--- config.mk ---
export PLATFORM = sky130hd
export DESIGN_NAME = rom_dl_ctrl
export DESIGN_NICKNAME = d
export VERILOG_FILES = /design/src/rtl/rom_dl_pkg.sv /design/src/rtl/rom_dl_ctrl.sv
export SDC_FILE = /design/constraint.sdc
export NUM_CORES = 1
export LEC_CHECK = 0
export CAP_MARGIN = 15
export CORE_MARGIN = 4
export CORE_UTILIZATION = 64
export CTS_BUF_LIST = sky130_fd_sc_hd__clkbuf_16
export CTS_CLUSTER_SIZE = 12
export DETAILED_ROUTE_END_ITERATION = 8
export DONT_BUFFER_PORTS = 1
export MAX_ROUTING_LAYER = met4
export PLACE_DENSITY = 0.89
export RECOVER_POWER = 100
export SLEW_MARGIN = 10
export SYNTH_ARGS = -nofsm -noshare
export SYNTH_HDL_FRONTEND = slang
export SYNTH_SLANG_ARGS = --single-unit
--- constraint.sdc ---
create_clock -name clk_sys -period 3.4 [get_ports clk_sys]
set_input_delay 0.34 -clock clk_sys [delete_from_list [all_inputs] [get_ports clk_sys]]
set_output_delay 0.34 -clock clk_sys [all_outputs]
set_load 0.03 [all_outputs]
--- src/rtl/rom_dl_pkg.sv ---
// Shared types for the ROM download controller: FSM states and the
// byte-address to ROM-region decode.
package rom_dl_pkg;

  typedef enum logic [1:0] {IDLE, LO, HI, TAIL} state_t;

  typedef struct packed {
    logic [3:0]  we;
    logic [26:0] base;
  } region_t;

  // One-hot bank select plus the base to subtract; out-of-range gives we=0.
  function automatic region_t decode_region(input logic [26:0] a,
                                            input logic [26:0] b1,
                                            input logic [26:0] b2,
                                            input logic [26:0] b3,
                                            input logic [26:0] bend);
    region_t r;
    r.we   = 4'b0000;
    r.base = '0;
    if (a < b1) begin
      r.we = 4'b0001;
    end else if (a < b2) begin
      r.we   = 4'b0010;
      r.base = b1;
    end else if (a < b3) begin
      r.we   = 4'b0100;
      r.base = b2;
    end else if (a < bend) begin
      r.we   = 4'b1000;
      r.base = b3;
    end
    return r;
  endfunction

endpackage

--- src/rtl/rom_dl_ctrl.sv ---
// ROM download sequencer: splits ioctl words into byte writes, arbitrates
// the ROM banks between loader and CPU, and holds the CPUs in reset.
module rom_dl_ctrl
  import rom_dl_pkg::*;
#(
  parameter int          AW       = 16,
  parameter logic [26:0] B1       = 27'h04000,
  parameter logic [26:0] B2       = 27'h08000,
  parameter logic [26:0] B3       = 27'h0C000,
  parameter logic [26:0] BEND     = 27'h10000,
  parameter int          HOLD_CYC = 16
) (
  input  logic          clk_sys,
  input  logic          reset,
  input  logic          ioctl_download,
  input  logic [26:0]   ioctl_addr,
  input  logic [15:0]   ioctl_dout,
  input  logic          ioctl_wr,
  output logic          ioctl_wait,
  input  logic [AW-1:0] cpu_ab,
  output logic [AW-1:0] rom_addr,
  output logic [7:0]    rom_din,
  output logic [3:0]    rom_we,
  output logic          cpu_hold,
  output logic          dl_done,
  output logic [15:0]   checksum,
  output logic          overrun
);

  state_t      state;
  logic        dl_prev;
  logic [25:0] word_addr;
  logic [7:0]  hi_data;
  logic [15:0] hold_cnt;

  logic        dl_rise;
  logic        dl_fall;
  logic [26:0] acc_byte;
  logic [26:0] hi_byte;
  region_t     acc_reg;
  region_t     hi_reg;
  logic        addr_lsb_unused;

  assign dl_rise         = ioctl_download & ~dl_prev;
  assign dl_fall         = ~ioctl_download & dl_prev;
  assign acc_byte        = {ioctl_addr[26:1], 1'b0};
  assign hi_byte         = {word_addr, 1'b1};
  assign acc_reg         = decode_region(acc_byte, B1, B2, B3, BEND);
  assign hi_reg          = decode_region(hi_byte, B1, B2, B3, BEND);
  assign addr_lsb_unused = ioctl_addr[0];

  // The even byte is issued on the accepting edge so LO already shows it.
  always_ff @(posedge clk_sys) begin
    if (reset) begin
      state      <= IDLE;
      dl_prev    <= 1'b0;
      word_addr  <= '0;
      hi_data    <= '0;
      hold_cnt   <= 16'(HOLD_CYC);
      ioctl_wait <= 1'b0;
      rom_addr   <= '0;
      rom_din    <= '0;
      rom_we     <= '0;
      cpu_hold   <= 1'b1;
      dl_done    <= 1'b0;
      checksum   <= '0;
      overrun    <= 1'b0;
    end else begin
      dl_prev  <= ioctl_download;
      dl_done  <= 1'b0;
      rom_we   <= '0;
      rom_addr <= cpu_ab;
      case (state)
        IDLE: begin
          hold_cnt <= 16'(HOLD_CYC);
          if (dl_rise) begin
            checksum <= '0;
            overrun  <= 1'b0;
            cpu_hold <= 1'b1;
          end
          if (ioctl_download && ioctl_wr) begin
            word_addr  <= ioctl_addr[26:1];
            hi_data    <= ioctl_dout[15:8];
            state      <= LO;
            ioctl_wait <= 1'b1;
            rom_addr   <= AW'(acc_byte - acc_reg.base);
            rom_din    <= ioctl_dout[7:0];
            rom_we     <= acc_reg.we;
            if (acc_reg.we != 4'b0000)
              checksum <= (dl_rise ? 16'h0000 : checksum) + {8'h00, ioctl_dout[7:0]};
          end else if (dl_fall) begin
            state <= TAIL;
          end
        end
        LO: begin
          if (ioctl_wr) overrun <= 1'b1;
          state    <= HI;
          rom_addr <= AW'(hi_byte - hi_reg.base);
          rom_din  <= hi_data;
          rom_we   <= hi_reg.we;
          if (hi_reg.we != 4'b0000)
            checksum <= checksum + {8'h00, hi_data};
        end
        HI: begin
          if (ioctl_wr) overrun <= 1'b1;
          ioctl_wait <= 1'b0;
          state      <= ioctl_download ? IDLE : TAIL;
        end
        TAIL: begin
          // A fresh download aborts the tail and keeps the CPUs held.
          if (dl_rise) begin
            state    <= IDLE;
            checksum <= '0;
            overrun  <= 1'b0;
            hold_cnt <= 16'(HOLD_CYC);
          end else if (hold_cnt == 16'd1) begin
            state    <= IDLE;
            cpu_hold <= 1'b0;
            dl_done  <= 1'b1;
            hold_cnt <= '0;
          end else begin
            hold_cnt <= hold_cnt - 16'd1;
          end
        end
        default: state <= IDLE;
      endcase
    end
  end

endmodule

# --- Word-level counts from Yosys, hierarchy flattened ---
# Cells that the tools add are included.
totals:
  regBits: 101
  in_bits: 63
  out_inout_bits: 48
  elab_cells: 102
classes:
  add_sub_neg: 5
  n_lt_le_gt_ge: 8
  eq_ne: 13
  mux: 40
  bitwise: 5
  n_reduce_logical: 18
ops:
  columns: ["cell", "count"]
  rows:
  - ["two-way mux 31 bit", 6]
  - ["two-way mux 16 bit", 9]
  - ["< comparator 27 x 16 -> 1 bit, second input constant", 4]
  - ["case mux 16 bit (2 select lines)", 2]
  - ["< comparator 27 x 15 -> 1 bit, second input constant", 2]
  - ["< comparator 27 x 17 -> 1 bit, second input constant", 2]
  - ["case mux 16 bit (3 select lines)", 1]
  - ["adder 16 x 8 -> 16 bit", 2]
  - ["subtractor 16 bit", 2]
  - ["equality test 16 x 1 -> 1 bit, second input constant", 1]
  - ["case mux 8 bit (2 select lines)", 1]
  - ["subtractor 16 x 1 -> 16 bit, second input constant", 1]
  - ["two-way mux 4 bit", 3]
  - ["AND reduction 2 bit", 6]
  - ["two-way mux 2 bit", 5]
  - ["!= test 2 bit, second input constant", 5]
  - ["two-way mux 8 bit", 1]
  - ["case mux 2 bit (4 select lines)", 1]
  - ["case mux 4 bit (2 select lines)", 1]
  - ["nonzero test 4 bit", 2]
  - ["two-way mux 1 bit", 7]
  - ["!= test 3 bit, second input constant", 2]
  - ["case mux 1 bit (2 select lines)", 3]
  - ["nonzero test 2 bit", 3]
  - ["11 further kinds", 17]

# --- Logic depth before layout (Yosys ltp) ---
depth:
  depth_word: 9
  mapped_depth: 12
  depth_no_buf: 11

# --- Worst setup path after synthesis ---
# No wires, ideal clock.
synth_path:
  path_type: "reg2reg"
  from: "reg dl_prev"
  to: "reg checksum[15]"
  setup_ns: 0.086
  arrival_time_ns: 2.726
  t_required_ns: 3.314
  slack_ns: 0.587
  stages_incl_launch_ff: 12
  n_path_buf: 2
  synth_period_minus_slack_ns: 2.813
  path_cell_list: "dfxtp_1 nand2b_1 clkbuf_1 clkbuf_1 and2_1 ha_1 a21o_1 a22oi_1 a2111oi_4 a2111oi_1 nor4_2 a221oi_2"
synth_between:
  elab_chain_cells: 7
synth_rtl:
  columns: ["item", "line", "source"]
  rows:
  - ["start, declared", "rom_dl_ctrl.sv:31", "logic dl_prev;"]
  - ["start signal, assigned", "rom_dl_ctrl.sv:69", "dl_prev <= ioctl_download;"]
  - ["inverter 1 bit *", "rom_dl_ctrl.sv:44", "assign dl_rise = ioctl_download & ~dl_prev;"]
  - ["bitwise AND 1 bit *", "rom_dl_ctrl.sv:44", null]
  - ["two-way mux 16 bit *", "rom_dl_ctrl.sv:76, rom_dl_ctrl.sv:90", null]
  - ["adder 16 x 8 -> 16 bit", "rom_dl_ctrl.sv:90", "checksum <= (dl_rise ? 16'h0000 : checksum) + {8'h00, ioctl_dout[7:0]};"]
  - ["two-way mux 16 bit", "rom_dl_ctrl.sv:89", "if (acc_reg.we != 4'b0000)"]
  - ["two-way mux 16 bit", "rom_dl_ctrl.sv:81", "if (ioctl_download && ioctl_wr) begin"]
  - ["case mux 16 bit (3 select lines) *", "rom_dl_ctrl.sv:73", "case (state)"]
  - ["end signal, assigned", "rom_dl_ctrl.sv:90", null]
  - ["end signal, assigned", "rom_dl_ctrl.sv:102", "checksum <= checksum + {8'h00, hi_data};"]
  - ["end, declared", "rom_dl_ctrl.sv:26", "output logic [15:0] checksum,"]
# Every way passes the cells marked *; elsewhere a longest branch is shown, timed or not.
# A chain may end at the register's enable or synchronous reset.

# --- Worst setup path after layout ---
layout_path:
  from: "reg dl_prev"
  to: "reg checksum[14]"
# Same word-level chain as after synthesis.

==> run summary <==
The flow ran to the end, and the final reports show no timing, DRC or antenna violations. The met2 layer wire length in the routed design was 7180 um. The maximum resistive drop on vdd was 0.448 mV. The mapped netlist covers 5770 sq um. During placement, the flow inserted port buffers numbering 0. In the routed layout, each cell is associated on average with a via count of 6.47. The most area-hungry cell type in the Yosys netlist was sky130_fd_sc_hd__dfxtp_1. The worst setup path is of the flop to flop kind. The routed length per placed instance was 18.2 um; the count of endpoints failing hold in the final timing report was 0.

After clock tree synthesis, the clock-pin slew on the worst setup and hold paths is 0.07 ns. After global routing the overflow that remains totals 0. At the later pin of the worst-skew pair, clock insertion delay measures 0.34 ns.

The run gives 0 as the count of yosys warnings during synthesis. In the layout the commonest cells are 124 x sky130_fd_sc_hd__nand2_1, 101 x sky130_fd_sc_hd__dfxtp_1, 78 x sky130_fd_sc_hd__a21oi_1. The internal power component was 2.72 mW. Synthesis produced a netlist with a net count of 807. For the worst flop-to-flop path, the logic depth is 11.

Number of instances resized during post-cts repair: 0. Number of sinks handled by clock tree synthesis: 101. The number of non-filler instances in the completed layout came out at 815. Max-cap violations in this run came to 0.

Averaged over all synthesized cells, the footprint is 8.05 sq um. The worst path meets setup with 0.314 ns of slack. Measured along the x axis, the die boundary spans 103 um. The longest individual stage delay on the worst path came out at 0.40 ns. The overall die height is 103 um. Setup violations remaining at the end of the flow were counted as 0. Static timing analysis puts the maximum clock frequency at 324 MHz. The number of synthesized flops with an enable pin was 0; the simple logic cell fraction of the synthesized area was 24.3%.

The run gives 2.26 nW as the static leakage power. The H-tree generated during clock tree synthesis spans 3 levels. The most frequent standard cell in the layout excluding fill and tap cells was sky130_fd_sc_hd__nand2_1. For the post-synthesis cell type count, the log shows 69.

The tools report the worst slack after detailed placement as 0.427 ns. Cells with a size suffix above 1 make up 7.36% of the layout. The signed area change from the synthesized netlist to the final layout is 6.15%, and the fraction of post-synthesis cell area in the top cell type by area is 35.0%.

The fraction of the mapped netlist area in compound gates works out to 22.2%. Of the total power, the share spent switching nets is 42.8%. The portion of synthesized area spent on multiplexers is 4.83%. At the end of the flow the core is filled with cells to 69.9%. STA classifies the critical path startpoint as a flop. The worst hold slack after final layout is 0.0672 ns, and the total CTS buffers is 9.

The total track usage was 29.3%; the fraction of power consumed by sequential logic was 37.7%. Wires add up to 14800 um. Including well taps, the total number of placed cells is 798. In the final layout, flip-flops and latches occupy 2020 sq um.

The buffer type at the clock tree root was sky130_fd_sc_hd__clkbuf_16. Counting buffers and inverters, the worst setup path is 11 cells deep. In this run the power density over the cells is 775 nW/um^2.

After legalization and detailed placement, the total HPWL measured 10400 um. Most used flip-flop cell after synthesis: sky130_fd_sc_hd__dfxtp_1. After clock tree synthesis, the flow added hold-fix buffers numbering 0.

The floorplan step defined a die boundary enclosing 10600 sq um. The longest clock path from root to sink contains 2 buffers. The repair_antennas step left the layout with diodes totalling 0. The final period demand of the worst path was 3.09 ns; the net total in the final layout was 792.

Residual DRC count: 0. The floorplan has 34 rows. Entering global routing, the biggest net connects 91 pins. Routed length on met3: 1290 um. The critical path goes through nand2b_1 > and2_0 > ha_1 > inv_1 > fa_1 > nor2b_1 > o31ai_1 > a211oi_4 > nand2_1 > or4_1 > a31oi_1. For this run, the detailed router's first-pass iteration total came to 5. Highest metal layer used by the detailed router: met4. The worst relative slew slack was 30.8%; the fraction of synthesized cell area in xor and xnor cells was 3.34%.

The tools report the number of global-route vias before repair as 5106. Routability-driven placement finished with a final weighted congestion of 0.984. The share of the clock period used by the worst path after layout was 90.8%. The worst setup path is captured at a flop.

The initial antenna violation count was 0; the critical path data required time was 3.66 ns. Combinational family with the most area after synthesis: simple AND/OR/NAND/NOR gates. In this run the remaining antenna-violating nets after routing total 0. Of the synthesized area, sequential elements account for 35.0%.

Setup repair after global routing left no endpoint under its margin. For the starting DRC count in detailed routing, the log shows 426. Synthesis produced 717 cells. The layout has 688 filler cells. The class of the worst hold path is input pin to flop. Ranked by total cell area, the synthesized netlist is headed by sky130_fd_sc_hd__dfxtp_1 35%, sky130_fd_sc_hd__nand2_1 8.1%, sky130_fd_sc_hd__a21oi_1 6.8%, sky130_fd_sc_hd__ha_1 5.4%, sky130_fd_sc_hd__nor2_1 4.2%.

The worst path buffer plus inverter count was 1. Among cell families on the critical path, the largest total delay comes from simple AND/OR/NAND/NOR gates. For this configuration, the core starts out at a cell density of 65.9%.

The placeable core region is 8760 sq um, and the total negative slack is 0 ns. For the final database, setup skew stands at 0.0139 ns. The part of the power in combinational logic was 37.9%. Synthesis inferred 101 register bits. The finished cells cover 6130 sq um. The run gives 3.35 ns as the data arrival time of the worst path. The tools report the total power of the final layout as 4.75 mW.

The clock network fraction of design power is 24.4%. During I/O placement, the number of pins put on the boundary was 111. The adder-cell share of the synthesized area works out to 6.11%. The number of setup buffers added after CTS is 0.

The slowest stage of the critical path is the sky130_fd_sc_hd__a211oi_4 cell. For the number of pins with negative max-slew slack in the final report, the log shows 0. The proportion of register bits with asynchronous set or reset after synthesis was 0%. Once placement finished, the instance area stood at 5850 sq um.

The detailed router placed 5273 vias in this run. The multi-input gate area in the final layout is 3480 sq um, and the pin slew with the least headroom to its limit is 1.04 ns. The detailed router put a total of 5980 um of wire on met1. The total net switching power was 2.04 mW; the worst hold path cell count was 1.

TritonCTS built the clock tree. In this run the worst path has a maximum fanout of 8. The global-route wire length before repair was 24100 um.
## worst reg2reg max path, cell delays in order (launching register included)
cell,delay [ns]
sky130_fd_sc_hd__dfxtp_1,0.35
sky130_fd_sc_hd__nand2b_1,0.29
sky130_fd_sc_hd__and2_0,0.26
sky130_fd_sc_hd__ha_1,0.22
sky130_fd_sc_hd__inv_1,0.06
sky130_fd_sc_hd__fa_1,0.39
sky130_fd_sc_hd__nor2b_1,0.21
sky130_fd_sc_hd__o31ai_1,0.17
sky130_fd_sc_hd__a211oi_4,0.40
sky130_fd_sc_hd__nand2_1,0.09
sky130_fd_sc_hd__or4_1,0.40
sky130_fd_sc_hd__a31oi_1,0.16
## metal layers
| layer | vias to the layer above | GRT usage (%) |
|---|---|---|
| met5 | - | - |
| li1 | 2523 | - |
| met3 | 36 | 7.44 |
| met4 | 0 | 11.0 |
| met1 | 2480 | 36.2 |
| met2 | 234 | 46.1 |
## Yosys cell counts, types with 11 or more instances
library cell and number:
sky130_fd_sc_hd__and2_1 15, sky130_fd_sc_hd__xnor2_1 15, sky130_fd_sc_hd__a21oi_1 78, sky130_fd_sc_hd__dfxtp_1 101, sky130_fd_sc_hd__clkbuf_1 30, sky130_fd_sc_hd__mux2_2 15, sky130_fd_sc_hd__nand2b_1 12, sky130_fd_sc_hd__nor3_1 19
sky130_fd_sc_hd__ha_1 25, sky130_fd_sc_hd__a211oi_1 16, sky130_fd_sc_hd__mux2i_1 11, sky130_fd_sc_hd__a22oi_1 15, sky130_fd_sc_hd__o21ai_0 17, sky130_fd_sc_hd__nand2_1 124, sky130_fd_sc_hd__nor2_1 64, sky130_fd_sc_hd__inv_1 18
## logic make-up after synthesis
family                     after synthesis
AOI/OAI and AO/OA                      194
muxes                                   26
xor gates and xnor gates                22
DFF                                    101
and+or+nand+nor                        287
adders and majority gates               27
buffers and inverters                   60
## final timing paths
kind | to | start | slack, ns
max | checksum[14] | dl_prev | 0.31
max reg2reg | checksum[14] | dl_prev | 0.31
min | state[1] | reset | 0.07
min reg2reg | word_addr[5] | word_addr[5] | 0.46
## state kept, by name, summed over array words and instances, names as in the netlist
name	flops
checksum	16
cpu_hold	1
dl_done	1
dl_prev	1
hi_data	8
hold_cnt	16
ioctl_wait	1
overrun	1
rom_addr	16
rom_din	8
rom_we	4
state	2
word_addr	26
## power groups by stage
| stage | Sequential [mW] | Clock [mW] | Combinational, mW |
|---|---|---|---|
| after CTS | 1.79 | 1.16 | 1.80 |
| final | 1.79 | 1.16 | 1.80 |
| after global routing | 1.81 | 1.22 | 1.99 |
| after floorplan | 1.81 | 0 | 1.37 |
| after detailed placement | 1.82 | 0 | 1.78 |
| after global placement | 1.80 | 0 | 1.70 |
## final cells by class
class	count	share of cell area [%]
clock buffers	9	3.67
clock inverters	7	1.84
inverters	19	1.16
multi-input cells	556	56.8
flip-flops and latches	101	33.0
well taps	108	2.20
repair buffers	15	1.37
(Power assumes the default switching activity.)
